<file path="src/rtl/gpio_port.sv">
// MSP430-style GPIO port: register bank, per-pin pad mux and input synchroniser,
// edge-triggered interrupt flags with a priority-encoded vector.

module gpio_pin #(
  parameter int SYNC_STAGES = 2
) (
  input  logic MCLK,
  input  logic RST_n,
  input  logic pad_o,
  input  logic out,
  input  logic dir,
  input  logic sel,
  input  logic ies,
  input  logic per_out,
  input  logic per_oe,
  output logic pad_i,
  output logic pad_t,
  output logic in_s,
  output logic edge_det
);
  logic [SYNC_STAGES-1:0] sync;
  logic                   prev;

  always_ff @(posedge MCLK or negedge RST_n) begin
    if (!RST_n) begin
      sync <= '0;
      prev <= 1'b0;
    end else begin
      sync <= {sync[SYNC_STAGES-2:0], pad_o};
      prev <= in_s;
    end
  end

  assign in_s     = sync[SYNC_STAGES-1];
  // Edge is taken from the synchronised history only, so toggling IES alone never fires.
  assign edge_det = ies ? (~in_s & prev) : (in_s & ~prev);
  assign pad_i    = sel ? per_out : out;
  assign pad_t    = sel ? ~per_oe : ~dir;
endmodule

module gpio_port #(
  parameter int WIDTH       = 8,
  parameter int SYNC_STAGES = 2
) (
  input  logic             MCLK,
  input  logic             RST_n,
  input  logic [2:0]       addr,
  input  logic [WIDTH-1:0] wdata,
  input  logic             we,
  input  logic             re,
  output logic [15:0]      rdata,
  output logic [WIDTH-1:0] pad_i,
  output logic [WIDTH-1:0] pad_t,
  input  logic [WIDTH-1:0] pad_o,
  input  logic [WIDTH-1:0] per_out,
  input  logic [WIDTH-1:0] per_oe,
  output logic [WIDTH-1:0] per_in,
  output logic             irq
);
  localparam int ARM = SYNC_STAGES + 1;
  localparam int CW  = $clog2(ARM + 1);

  typedef enum logic [2:0] {
    A_IN, A_OUT, A_DIR, A_SEL, A_IES, A_IE, A_IFG, A_IV
  } addr_e;

  logic [WIDTH-1:0] out_r, dir_r, sel_r, ies_r, ie_r, ifg_r, ifg_nxt;
  logic [WIDTH-1:0] in_s, edge_det, edge_v, pend, iv_clr;
  logic [CW-1:0]    arm_cnt;
  logic             armed, iv_hit, iv_rd;
  logic [4:0]       iv_idx;
  logic [15:0]      iv_val, rd_mux;

  for (genvar n = 0; n < WIDTH; n++) begin : g_pin
    gpio_pin #(.SYNC_STAGES(SYNC_STAGES)) u_pin (
      .MCLK    (MCLK),
      .RST_n   (RST_n),
      .pad_o   (pad_o[n]),
      .out     (out_r[n]),
      .dir     (dir_r[n]),
      .sel     (sel_r[n]),
      .ies     (ies_r[n]),
      .per_out (per_out[n]),
      .per_oe  (per_oe[n]),
      .pad_i   (pad_i[n]),
      .pad_t   (pad_t[n]),
      .in_s    (in_s[n]),
      .edge_det(edge_det[n])
    );
  end

  assign per_in = in_s;
  assign pend   = ifg_r & ie_r;
  assign irq    = |pend;

  // Hold off edge capture until the synchroniser and prev have flushed post-reset.
  assign armed  = (arm_cnt == CW'(ARM));
  assign edge_v = armed ? edge_det : '0;

  always_ff @(posedge MCLK or negedge RST_n) begin
    if (!RST_n)      arm_cnt <= '0;
    else if (!armed) arm_cnt <= arm_cnt + 1'b1;
  end

  // Lowest-index pending flag has priority.
  always_comb begin
    iv_hit = 1'b0;
    iv_idx = '0;
    for (int i = WIDTH - 1; i >= 0; i--) begin
      if (pend[i]) begin
        iv_hit = 1'b1;
        iv_idx = i[4:0];
      end
    end
  end

  assign iv_val = iv_hit ? {10'd0, iv_idx + 5'd1, 1'b0} : 16'd0;
  assign iv_rd  = re && (addr == A_IV) && iv_hit;

  always_comb begin
    iv_clr = '0;
    for (int i = 0; i < WIDTH; i++) iv_clr[i] = iv_rd && (iv_idx == i[4:0]);
  end

  // Software write or IV clear first, then a fresh edge overrides either.
  always_comb begin
    ifg_nxt = ifg_r & ~iv_clr;
    if (we && addr == A_IFG) ifg_nxt = wdata;
    ifg_nxt = ifg_nxt | edge_v;
  end

  always_comb begin
    case (addr_e'(addr))
      A_IN:    rd_mux = 16'(in_s);
      A_OUT:   rd_mux = 16'(out_r);
      A_DIR:   rd_mux = 16'(dir_r);
      A_SEL:   rd_mux = 16'(sel_r);
      A_IES:   rd_mux = 16'(ies_r);
      A_IE:    rd_mux = 16'(ie_r);
      A_IFG:   rd_mux = 16'(ifg_r);
      default: rd_mux = iv_val;
    endcase
  end

  always_ff @(posedge MCLK or negedge RST_n) begin
    if (!RST_n) begin
      out_r <= '0;
      dir_r <= '0;
      sel_r <= '0;
      ies_r <= '0;
      ie_r  <= '0;
      ifg_r <= '0;
      rdata <= '0;
    end else begin
      ifg_r <= ifg_nxt;
      if (re) rdata <= rd_mux;
      if (we) begin
        case (addr_e'(addr))
          A_OUT:   out_r <= wdata;
          A_DIR:   dir_r <= wdata;
          A_SEL:   sel_r <= wdata;
          A_IES:   ies_r <= wdata;
          A_IE:    ie_r  <= wdata;
          default: ;
        endcase
      end
    end
  end
endmodule

</file>
<file path="config.mk">
export PLATFORM = sky130hd
export DESIGN_NAME = gpio_port
export DESIGN_NICKNAME = d
export VERILOG_FILES = /design/src/rtl/gpio_port.sv
export SDC_FILE = /design/constraint.sdc
export NUM_CORES = 1
export LEC_CHECK = 0
export CAP_MARGIN = 10
export CORE_MARGIN = 2
export CORE_UTILIZATION = 52
export DETAILED_ROUTE_END_ITERATION = 7
export PLACE_DENSITY = 0.8
export SLEW_MARGIN = 20
export SYNTH_ARGS = -nofsm -noshare
export SYNTH_HDL_FRONTEND = slang
export SYNTH_SLANG_ARGS = --single-unit
</file>
<file path="constraint.sdc">
create_clock -name MCLK -period 2.4 [get_ports MCLK]
set_input_delay 0.36 -clock MCLK [delete_from_list [all_inputs] [get_ports MCLK]]
set_output_delay 0.36 -clock MCLK [all_outputs]
set_load 0.02 [all_outputs]
</file>
==> metrics.txt <==
instance count along the most critical hold path 0; count of H-tree levels built during CTS 3; crit-path most repeated cell sky130_fd_sc_hd__ha_1; number of design-rule violations left by the first detailed-router iteration 233; ratio of final minimum period to clock period 96.60%; synthesized area 4274 um2; Initial Utilization 52.81%; ordered cell list for the critical path nand2_1, a32o_1, a22o_1, a32oi_2, inv_1, ha_1, ha_1, a221o_1; Die Area 8961 um2; number of search-and-repair iterations in the first detailed-routing pass 5; share of layout cells above drive strength 1 20.62%; synthesized flop and latch total 82; Final Hold Viols 0; CTS clock-pin slew for the worst setup and hold paths 90 ps; proportion of register bits with asynchronous set or reset after synthesis 100.0%; yosys synthesis warning count 0; Placement Setup Slack 151.2 ps; insertion delay of the later-clocked pin in the worst-skew pair 350 ps; detailed-route vias per instance 5.841; number of buffers on the longest clock path 2; static leakage 2.241 nW; Port Buffers 71; final-report setup violation count 0; mean instance size in the synthesized netlist 12.04 um2; number of gates resized after CTS 0; number of sinks handled by clock tree synthesis 82; height of the chip 94.66 um; width of the chip 94.66 um; cell type with the highest aggregate area in the netlist sky130_fd_sc_hd__dfrtp_1; GRT overflow 0; worst-case headroom to the max-slew limit 65.73%; number of antenna diodes 0; dominant cells by area after synthesis sky130_fd_sc_hd__dfrtp_1 (48%), sky130_fd_sc_hd__mux2_2 (7.4%), sky130_fd_sc_hd__buf_4 (6.0%); most numerous cell in the Yosys netlist sky130_fd_sc_hd__dfrtp_1; antenna violations before repair 0; highest attainable clock frequency 431.3 MHz; DR WL/cell 20.00 um; total global-route track usage 25.14%; vias 3,078; post-route worst setup slack 81.51 ps; total wirelength of the detailed-routed design 10,540 um; depth of the worst register-to-register path 8; Hold/Removal Path Class reg2reg; clock period minus final worst setup slack 2318 ps; power per cell area 797.1 nW/um2; arrival time of the worst setup path 2550 ps; TritonCTS clock tree yes; worst supply voltage drop on vdd 351.4 uV; top-area cell type share of the netlist area 48.01%; crit path capture type flop; distinct cell type count after synthesis 53; nets@finish 463; type of the setup path with the least slack reg2reg; status finished clean; Synth Flop Type sky130_fd_sc_hd__dfrtp_1; core box area 8093 um2; post-detailed-route count of antenna-violating nets 0; sum of net half-perimeters after detailed placement 7467 um; launching element type of the critical path flop; area overhead of the layout relative to synthesis 21.40%; fill count 647; number of clock buffers inserted by TritonCTS 9; top fanout value on the critical path 4; RSZ-0062 raised after global routing no; most used standard cells in the synthesized netlist sky130_fd_sc_hd__dfrtp_1 (82), sky130_fd_sc_hd__buf_4 (34), sky130_fd_sc_hd__mux2_2 (28), sky130_fd_sc_hd__nand2_1 (28), sky130_fd_sc_hd__mux2_1 (17); CTS Root Buffer Type sky130_fd_sc_hd__clkbuf_8; number of violations of the max-capacitance limit 0; data required time at the worst endpoint 2630 ps; number of cells on the critical path 8; critical path's slowest cell sky130_fd_sc_hd__dfrtp_1; placer congestion estimate 0.9116; wire length of the first global-routing pass 16,720 um; post-route DRC violation count 0; final setup skew 11.28 ps; standard-cell rows 33; sequential element share of the synthesized area 48.01%; Tightest Pin Transition 514.1 ps; crit path buf inv count 1; number of global-route vias before repair 3,165; setup tns final 0 ps; largest net degree at the start of global routing 45; number of enable flip-flop cells after synthesis 0; top cell family by delay on the critical path compound AO/OA/AOI/OAI gates; longest individual stage delay on the worst path 460 ps; Top-Level Pins 80; gate count after technology mapping 355; count of pins over their slew limit 0
## cell families (layout without fill, tap and decap cells)
kind of cell,count (synthesis),count (layout),synth area share (%)
compound gates,67,67,12.12
xor+xnor,1,1,0.2050
fa+ha+maj,7,7,2.049
buf+inv,55,115,8.635
flops,82,82,48.01
mux,72,72,19.99
other cells,1,8,0.08774
simple gates,70,70,8.900
## layout by cell type, fill, tap and decap left out, drive strengths merged, types with 2 or more instances in the layout
| cell type | count |
|---|---|
| a21oi | 8 |
| a221o | 7 |
| a221oi | 2 |
| a22o | 4 |
| a22oi | 10 |
| a31oi | 4 |
| and3 | 4 |
| buf | 18 |
| bufinv | 2 |
| clkbuf | 10 |
| clkdlybuf4s50 | 70 |
| clkinv | 2 |
| conb | 8 |
| dfrtp | 82 |
| ha | 7 |
| inv | 11 |
| mux2 | 53 |
| mux2i | 16 |
| mux4 | 3 |
| nand2 | 29 |
| nand2b | 7 |
| nand3 | 8 |
| nand3b | 5 |
| nand4 | 3 |
| nor2 | 8 |
| nor2b | 2 |
| nor3 | 2 |
| o211ai | 3 |
| o21ai | 17 |
| o221ai | 2 |
| o22ai | 2 |
| o2bb2ai | 3 |
## metal layers
metal / GRT usage, % / vias to the layer above / wire [um]
met5: 0 / - / 0
met4: 8.696 / 0 / 195
met3: 3.911 / 21 / 516
met2: 40.43 / 113 / 5123
met1: 34.89 / 1565 / 4703
li1: - / 1379 / -
## worst paths after layout
path / start / end / slack (ps)
min in group asynchronous: RST_n / g_pin[4].u_pin.sync[0] / 510
worst min register to register: g_pin[5].u_pin.sync[0] / g_pin[5].u_pin.sync[1] / 360
worst max register to register: ie_r[6] / rdata[3] / 80
max in group asynchronous: RST_n / ifg_r[1] / 1290
worst max-delay path: ie_r[6] / rdata[3] / 80
worst min-delay path: g_pin[5].u_pin.sync[0] / g_pin[5].u_pin.sync[1] / 360
## stage by stage
step           instance area, um2  utilization (%)  hold WS, ps  std cells  power, W
2_1_floorplan                4300                -        64.41        362  0.002627
3_3_place_gp                 4961            61.30        332.2        510  0.003017
3_5_place_dp                 4961            61.30        337.1        510  0.003044
4_1_cts                      5189            64.12        357.5        527  0.004148
5_1_grt                      5189            64.12        364.6        527  0.004333
6_report                     5189            64.12        355.1        527  0.004136
## flip-flops by register name, indices dropped and copies added, names as in the netlist
name and flops:
ifg_r 8, rdata 8, ie_r 8, g_pin.u_pin.prev 8
sel_r 8, dir_r 8, g_pin.u_pin.sync 16, ies_r 8
arm_cnt 2, out_r 8
## power by group
group	switching (W)	internal [W]
combinational	0.000560	0.000628
clock	0.000520	0.000590
sequential	0.000239	0.00160
## layout make-up
| class | count | area, um2 | share of cell area [%] |
|---|---|---|---|
| clock buffer | 10 | 127.6 | 2.460 |
| sequential | 82 | 2052 | 39.55 |
| timing repair buffer | 89 | 870.8 | 16.78 |
| multi-input combinational | 225 | 1879 | 36.22 |
| tap | 105 | 131.4 | 2.532 |
| clock inverter | 6 | 90.09 | 1.736 |
| inverter | 10 | 37.54 | 0.7234 |
## repair_timing
action,4_1_cts,5_1_grt
hold buffers,1,0
setup endpoints to repair,0,0
endpoints found under the hold margin,30,0
setup buffers,0,0
## worst register-to-register path, delay by kind of cell, from the launching register on
kind,cells,cell delay (ps)
flops,1,460
compound gates,4,1040
fa+ha+maj,2,500
simple gates,1,90
buf+inv,1,100
Note: power is estimated with default switching activity, not from simulation.
